==> config.mk <==
export PLATFORM = sky130hd
export DESIGN_NAME = mem_arbiter
export DESIGN_NICKNAME = d
export VERILOG_FILES = /design/src/rtl/mem_arbiter_pkg.sv /design/src/rtl/mem_arbiter_arb_pick.sv /design/src/rtl/mem_arbiter.sv
export SDC_FILE = /design/constraint.sdc
export NUM_CORES = 1
export LEC_CHECK = 0
export BUFFER_PORTS_ARGS = -buffer_cell sky130_fd_sc_hd__clkbuf_2
export CAP_MARGIN = 20
export CORE_UTILIZATION = 40
export DETAILED_ROUTE_END_ITERATION = 12
export HOLD_SLACK_MARGIN = 0.03
export PLACE_DENSITY = 0.7
export SLEW_MARGIN = 20
export SYNTH_ARGS = -nofsm -noshare
export SYNTH_HDL_FRONTEND = slang
export SYNTH_SLANG_ARGS = --single-unit
==> constraint.sdc <==
create_clock -name clk -period 1.4 [get_ports clk]
set_input_delay 0.14 -clock clk [delete_from_list [all_inputs] [get_ports clk]]
set_output_delay 0.14 -clock clk [all_outputs]
set_load 0.02 [all_outputs]
==> src/rtl/mem_arbiter_pkg.sv <==
// Shared types and default widths for the fetch/data memory arbiter.
package mem_arb_pkg;

    localparam int ADDR_W_DEF     = 14;
    localparam int DATA_W_DEF     = 32;
    localparam int STARVE_MAX_DEF = 4;

    typedef enum logic [1:0] {
        IDLE  = 2'd0,
        ISSUE = 2'd1,
        RESP  = 2'd2
    } arb_state_t;

    typedef enum logic {
        OWN_IF = 1'b0,
        OWN_D  = 1'b1
    } owner_t;

endpackage

==> src/rtl/mem_arbiter_arb_pick.sv <==
// Winner selection between fetch and data requesters. Data has priority;
// with ARB_STARVE_GUARD_EN defined, a fetch-loss counter forces a fetch win.
module arb_pick
    import mem_arb_pkg::*;
#(
    parameter int STARVE_MAX = STARVE_MAX_DEF
) (
`ifdef ARB_STARVE_GUARD_EN
    input  logic   clk,
    input  logic   rst,
    input  logic   arb_en,
`endif
    input  logic   if_req,
    input  logic   d_req,
    output owner_t winner
);

    if (STARVE_MAX < 1) begin : g_bad_starve_max
        $error("arb_pick: STARVE_MAX must be at least 1");
    end

`ifdef ARB_STARVE_GUARD_EN
    localparam int CNT_W = $clog2(STARVE_MAX + 1);

    logic [CNT_W-1:0] starve_cnt;
    logic             force_if;

    assign force_if = (starve_cnt == CNT_W'(STARVE_MAX));

    always_comb begin
        winner = OWN_D;
        if (if_req && (!d_req || force_if)) begin
            winner = OWN_IF;
        end
    end

    // Counts arbitrations lost by a waiting fetch; cannot pass STARVE_MAX
    // because reaching it hands the next arbitration to fetch.
    always_ff @(posedge clk or negedge rst) begin
        if (!rst) begin
            starve_cnt <= '0;
        end else if (arb_en) begin
            if (winner == OWN_IF) begin
                starve_cnt <= '0;
            end else if (if_req) begin
                starve_cnt <= starve_cnt + 1'b1;
            end
        end
    end
`else
    assign winner = (if_req && !d_req) ? OWN_IF : OWN_D;
`endif

endmodule

==> src/rtl/mem_arbiter.sv <==
// Shares one single-port synchronous memory between fetch and data ports.
// Optional fetch starvation guard: define ARB_STARVE_GUARD_EN.
//
// state | meaning
// IDLE  | no access in flight, waiting for a request
// ISSUE | memory access driven, winner's gnt high
// RESP  | memory data returning, winner's valid high; may re-arbitrate
module mem_arbiter
    import mem_arb_pkg::*;
#(
    parameter int ADDR_W     = ADDR_W_DEF,
    parameter int DATA_W     = DATA_W_DEF,
    parameter int STARVE_MAX = STARVE_MAX_DEF
) (
    input  logic              clk,
    input  logic              rst,
    input  logic              if_req,
    input  logic [ADDR_W-1:0] if_addr,
    output logic              if_gnt,
    output logic              if_valid,
    output logic [DATA_W-1:0] if_rdata,
    input  logic              d_req,
    input  logic              d_we,
    input  logic [ADDR_W-1:0] d_addr,
    input  logic [DATA_W-1:0] d_wdata,
    output logic              d_gnt,
    output logic              d_valid,
    output logic [DATA_W-1:0] d_rdata,
    output logic              mem_en,
    output logic              mem_we,
    output logic [ADDR_W-1:0] mem_addr,
    output logic [DATA_W-1:0] mem_wdata,
    input  logic [DATA_W-1:0] mem_rdata,
    output logic              busy
);

    arb_state_t        state;
    owner_t            owner;
    owner_t            winner;
    logic              resp_we;
    logic              arb_en;
    logic [DATA_W-1:0] if_rdata_q;
    logic [DATA_W-1:0] d_rdata_q;

    assign arb_en = (state != ISSUE) && (if_req || d_req);

    arb_pick #(
        .STARVE_MAX (STARVE_MAX)
    ) u_pick (
`ifdef ARB_STARVE_GUARD_EN
        .clk    (clk),
        .rst    (rst),
        .arb_en (arb_en),
`endif
        .if_req (if_req),
        .d_req  (d_req),
        .winner (winner)
    );

    always_ff @(posedge clk or negedge rst) begin
        if (!rst) begin
            state     <= IDLE;
            owner     <= OWN_IF;
            resp_we   <= 1'b0;
            if_gnt    <= 1'b0;
            d_gnt     <= 1'b0;
            if_valid  <= 1'b0;
            d_valid   <= 1'b0;
            mem_en    <= 1'b0;
            mem_we    <= 1'b0;
            mem_addr  <= '0;
            mem_wdata <= '0;
            busy      <= 1'b0;
        end else begin
            if_gnt   <= 1'b0;
            d_gnt    <= 1'b0;
            if_valid <= 1'b0;
            d_valid  <= 1'b0;
            mem_en   <= 1'b0;
            mem_we   <= 1'b0;
            case (state)
                IDLE, RESP: begin
                    if (arb_en) begin
                        state  <= ISSUE;
                        owner  <= winner;
                        busy   <= 1'b1;
                        mem_en <= 1'b1;
                        // A fetch leaves mem_wdata at its last value.
                        if (winner == OWN_D) begin
                            d_gnt     <= 1'b1;
                            mem_we    <= d_we;
                            mem_addr  <= d_addr;
                            mem_wdata <= d_wdata;
                            resp_we   <= d_we;
                        end else begin
                            if_gnt    <= 1'b1;
                            mem_addr  <= if_addr;
                            resp_we   <= 1'b0;
                        end
                    end else begin
                        state <= IDLE;
                        busy  <= 1'b0;
                    end
                end
                ISSUE: begin
                    state <= RESP;
                    busy  <= 1'b1;
                    if (owner == OWN_D) begin
                        d_valid <= 1'b1;
                    end else begin
                        if_valid <= 1'b1;
                    end
                end
                default: begin
                    state <= IDLE;
                    busy  <= 1'b0;
                end
            endcase
        end
    end

    always_ff @(posedge clk or negedge rst) begin
        if (!rst) begin
            if_rdata_q <= '0;
            d_rdata_q  <= '0;
        end else if (state == RESP) begin
            if (if_valid) begin
                if_rdata_q <= mem_rdata;
            end
            if (d_valid && !resp_we) begin
                d_rdata_q <= mem_rdata;
            end
        end
    end

    // Memory data only exists during RESP, so it is passed through on the
    // completion cycle and held from the register afterwards.
    assign if_rdata = if_valid ? mem_rdata : if_rdata_q;
    assign d_rdata  = (d_valid && !resp_we) ? mem_rdata : d_rdata_q;

endmodule

# Word-level counts from Yosys, hierarchy flattened
# Cells that the tools add are included.
totals:
  regBits: 121
  elab_cells: 49
  input_bits: 97
classes:
  eq_ne: 3
  bitwise: 1
  mux: 21
  reduce_logical: 10
ops:
  columns: ["operator", "count"]
  rows:
  - ["$mux 32", 2]
  - ["$mux 1", 16]
  - ["$mux 14", 1]
  - ["$pmux 2 s2", 1]
  - ["$logic_and 1x1->1", 3]
  - ["$reduce_and 3->1", 1]
  - ["$eq 2x1->1 const B", 1]
  - ["$eq 2x2->1 const B", 1]
  - ["$logic_not 1->1", 2]
  - ["$logic_not 2->1", 1]
  - ["$ne 2x1->1 const B", 1]
  - ["$pmux 1 s2", 1]
  - ["$reduce_and 2->1", 1]
  - ["$reduce_or 2->1", 1]
  - ["$logic_or 1x1->1", 1]
  - ["$not 1->1", 1]

# Longest topological paths before layout
depth:
  depth_word: 5
  ltp_mapped: 5
  ltp_nobuf: 2

# Modules after synthesis
# From an unflattened synthesis, not the netlist that was laid out.
hier_totals:
  hier_cells: 367
  area_unflattened_um2: 5532.8
modules_own_cells:
  columns: ["module", "area_per_inst_um2", "cells_per_inst", "seq_area_each_um2", "instances"]
  rows:
  - ["mem_arbiter", 5526.6, 366, 3027.9, 1]
  - ["arb_pick", 6.3, 1, 0.0, 1]

# Least setup slack after synthesis
# OpenSTA, ideal clock, no wires.
synth_timing:
  path_type: "register to register"
  from: "register d_valid"
  to: "register d_rdata_q[10]"
  setup_slack_ns: -0.092
  path_stages_with_launch: 5
  arrival_ns: 1.367
  path_buffers: 2
  required_time_ns: 1.275
  period_less_slack_ns: 1.492
  path_cell_list: "dfrtp_1 nor4bb_1 buf_4 buf_12 mux2_4"
synth_via:
  elab_chain_cells: 2
synth_lines:
  columns: ["item", "line", "source"]
  rows:
  - ["start, declared", "mem_arbiter.sv:27", "output logic d_valid,"]
  - ["start signal, assigned", "mem_arbiter.sv:68", "d_valid <= 1'b0;"]
  - ["start signal, assigned", "mem_arbiter.sv:78", "d_valid <= 1'b0;"]
  - ["start signal, assigned", "mem_arbiter.sv:109", "d_valid <= 1'b1;"]
  - ["$logic_and 1x1->1", "mem_arbiter.sv:130", "if (d_valid && !resp_we) begin"]
  - ["$mux 32", null, null]
  - ["end signal, assigned", "mem_arbiter.sv:131", "d_rdata_q <= mem_rdata;"]
  - ["end, declared", "mem_arbiter.sv:43", "logic [DATA_W-1:0] d_rdata_q;"]
# No other way between the ends.
# A chain may end at the register's enable or synchronous reset.

# Worst setup path in the final report
layout_timing:
  from: "register d_valid"
  to: "output d_rdata[12]"
layout_via:
  elab_chain_cells: 2
layout_lines:
  columns: ["item", "line", "source"]
  rows:
  - ["$logic_and 1x1->1", "mem_arbiter.sv:139", "assign d_rdata = (d_valid && !resp_we) ? mem_rdata : d_rdata_q;"]
  - ["$mux 32", null, null]
  - ["end, declared", "mem_arbiter.sv:28", "output logic [DATA_W-1:0] d_rdata,"]
# No other way between the ends.

==> metrics list <==
- The run finished, with violations left.
- Violated checks: negative setup slack
- Setup repair after global routing missed its margin: yes
- Static Leak: 4.83 nW
- Ranked by instance count, the synthesized netlist is headed by dfrtp_1 (121), mux2_2 (99), mux2_1 (31).
- Crit start category: flop
* Number of I/O pins: 214
* Number of diodes: 0
- Slew HR: 71.3%
- For this run, the number of Yosys warnings is 0.
* Final-report setup violation count: 162
* Hold_sp: if_addr[13]
- Once detailed placement completed, the half-perimeter wirelength came to 9290 um.
- The number of nets in the synthesized netlist is 479.
- Global-route usage over all layers: 21.4%
- The filler cells instantiated in the layout total 875.
- After detailed routing, the average wire length per cell comes to 19.2 um.
- Distinct cell type count after synthesis: 26
* Clock latency at the later pin of the worst-skew pair: 0.41 ns
- Largest area contributor in the synthesized netlist: dfrtp_1
- Cell depth of the worst hold path: 3
- For the worst setup path, the data required time is 1.26 ns.
- Initial antenna violation count: 0
* Number of vias per cell: 4.96
* Syn-to-layout area delta: 69.6%
* Clock-pin transition on the worst setup and hold timing paths: 0.06 ns
- For this run, the share of the core covered by cells in the final layout is 69.1%.
- Entering global routing, the biggest net connects 71 pins.
- TritonCTS created 17 clock buffers.
- In the synthesized netlist the async set-or-reset flop fraction comes to 100%.
- For this run, the detailed router's first-pass iteration total came to 5.
- Across all hold checks on the routed design, the worst slack comes to 0.0505 ns.
- In the final layout, the share of cells above drive strength 1 is 63.1%.
- During placement, the flow inserted port buffers numbering 213.
* Count of maximum capacitance violations: 0
- Dividing the final minimum period by the clock period gives 129%.
- In this run the register-to-register setup slack is -0.21 ns.
- The number of global-route vias before repair is 4831.
- Initial DRC count: 213
- Full die area: 14600 um2
- Summed over all layers, the routed wires come to 17500 um.
- In this run the worst path has a maximum fanout of 9.
- Routability Congestion: 0.809
- Startpoint-to-endpoint class of the critical path: flop to primary output
- End of the worst register-to-register path: d_rdata_q[15]
* Setup clock skew after layout: 0.00583 ns
- Once detail routing completed, the nets flagged for antenna violations numbered 0.
- Max-slew violation count: 0
* Average footprint of a synthesized cell: 14.8 um2
- Setup slack on the critical path of the routed design comes to -0.405 ns.
* Initial core utilization: 40.8%
- Kind of path behind the tightest hold check: primary input to flop
* Share of the yosys chip area belonging to registers: 53.7%
* Share of the synthesized area in the top cell type: 53.7%
* Number of nets in the finished design: 818
- Top cells by area in the synthesized netlist: dfrtp_1 (54%), mux2_2 (20%), mux2_4 (8.0%), mux2_1 (6.2%), inv_1 (1.6%)
- H-tree depth reported by CTS: 4
- TritonCTS built the clock tree.
- The synthesized design contains 0 enable-type register cells.
- The path with the worst hold slack has its endpoint at mem_addr[13].
- By instance count, the leading cell after synthesis is dfrtp_1.
* # clock sinks: 121
- VDD IR-drop max: 0.000847 V
- Top FF cell, synth: dfrtp_1
* #FFs+latches synth: 121
- Die height: 121 um
* Data arrival time of the critical path: 1.66 ns
* Min Clock Period, post-route: 1.80 ns
- The die is 121 um wide.
- Final Hold Fails: 0
* Worst R2R Path Depth: 6
* Critical Path Sink Type: primary output
- FMAX: 554 MHz
- Summed over all layers, the global routing overflow is 0.
- In this run the deepest clock path goes through 2 buffers.
- Post-Synthesis Cell Area: 5640 um2
* CTS root buf: clkbuf_16
* Worst-margin pin slew: 0.424 ns
- Cell count after synthesis: 382
- The detailed router placed 4537 vias in this run.
- The worst register-to-register path begins at resp_we.
- The region available for standard cell placement spans 13800 um2.
- DRC violation count after routing: 0
- After floorplanning, the core was divided into 43 placement rows.
* Wire length of the first global-routing pass: 23900 um
- Power spread over the standard cell area amounts to 1910 nW/um2.
[timing repair]
item                                   CTS  global route
setup endpoints to repair              160           152
hold buffers                            83             0
endpoints found under the hold margin  230             0
resized for setup                       27           222
buffers inserted                         8            12
pin swaps                                0             3
cloned                                   3             9
[kinds of logic (layout without fill, tap and decap cells)]
| logic type | count (synthesis) | after routing | synth area share, % |
|---|---|---|---|
| flip-flops | 121 | 121 | 53.7 |
| multiplexers | 160 | 160 | 34.0 |
| buffers and inverters | 51 | 403 | 5.48 |
| AND/OR/NAND/NOR | 32 | 32 | 3.93 |
| AO/OA/AOI/OAI | 18 | 18 | 2.93 |
[power by group]
part / leakage (nW) / total, W / internal [W] / switching [W]
clock: 0.317 / 0.00480 / 0.00326 / 0.00154
combinational: 3.09 / 0.00796 / 0.00447 / 0.00349
sequential: 1.43 / 0.00546 / 0.00472 / 0.000741
[layer usage]
metal / vias to the layer above / track usage [%] / share of wire, %
met5: - / 0 / 0
met4: 0 / 11.0 / 2.3
met3: 40 / 6.32 / 5.4
met2: 191 / 37.1 / 51
met1: 2272 / 23.8 / 41
li1: 2034 / - / -
[stage by stage]
step / instances / total power (W) / setup TNS [ns] / worst slack (ns) / instance area, um2
final: 914 / 0.0182 / -33.47 / -0.405 / 9560
after global routing: 914 / 0.0190 / -41.47 / -0.460 / 9560
after CTS: 896 / 0.0165 / -27.12 / -0.399 / 8770
after detailed placement: 770 / 0.0113 / -5.33 / -0.126 / 7060
after global placement: 770 / 0.0111 / -3.87 / -0.119 / 7060
after floorplan: 382 / 0.00932 / -0.676 / -0.0225 / 5640
[registers in the layout, indices dropped and copies added, names as in the netlist, 2 cells and up]
register	count
mem_addr	14
state	2
d_rdata_q	32
if_rdata_q	32
mem_wdata	32
[how the worst max path moves through the flow]
stage / slack [ns] / cells after the start / end / start
final: -0.40 / 4 / d_rdata[12] / d_valid
after global routing: -0.46 / 4 / d_rdata[12] / d_valid
after CTS: -0.40 / 4 / d_rdata[31] / d_valid
after detailed placement: -0.13 / 3 / d_rdata_q[0] / state[0]
after global placement: -0.12 / 3 / d_rdata_q[0] / state[0]
after floorplan: -0.02 / 4 / d_rdata_q[10] / state[1]
[cell type report]
| cell class | count | area (um2) | area share [%] |
|---|---|---|---|
| clock inverters | 6 | 133 | 1.39 |
| inverters | 24 | 90.1 | 0.942 |
| multi-input cells | 210 | 2670 | 28.0 |
| well taps | 180 | 225 | 2.36 |
| repair buffers | 347 | 2890 | 30.2 |
| flip-flops and latches | 121 | 3030 | 31.7 |
| clock buffers | 26 | 519 | 5.43 |
[worst max-delay path: stages, from the launching register on]
cell,delay (ns)
dfrtp_2,0.43
nand2b_4,0.12
clkbuf_16,0.17
mux2_2,0.36
clkbuf_2,0.16
[layout by cell type (no fill, tap or decap), types with 6 or more instances in the layout]
master	netlist	layout
a211oi_1	6	6
a222oi_1	8	8
buf_12	3	14
buf_2	10	13
buf_4	7	19
buf_6	4	51
clkbuf_16	0	24
clkbuf_2	0	158
clkbuf_8	0	6
dfrtp_1	121	119
dlygate4sd3_1	0	83
inv_1	24	24
mux2_2	99	42
mux2_4	30	118
nor2_1	8	8
nor3b_1	6	6
No activity file was read; power rests on OpenSTA's default activity.
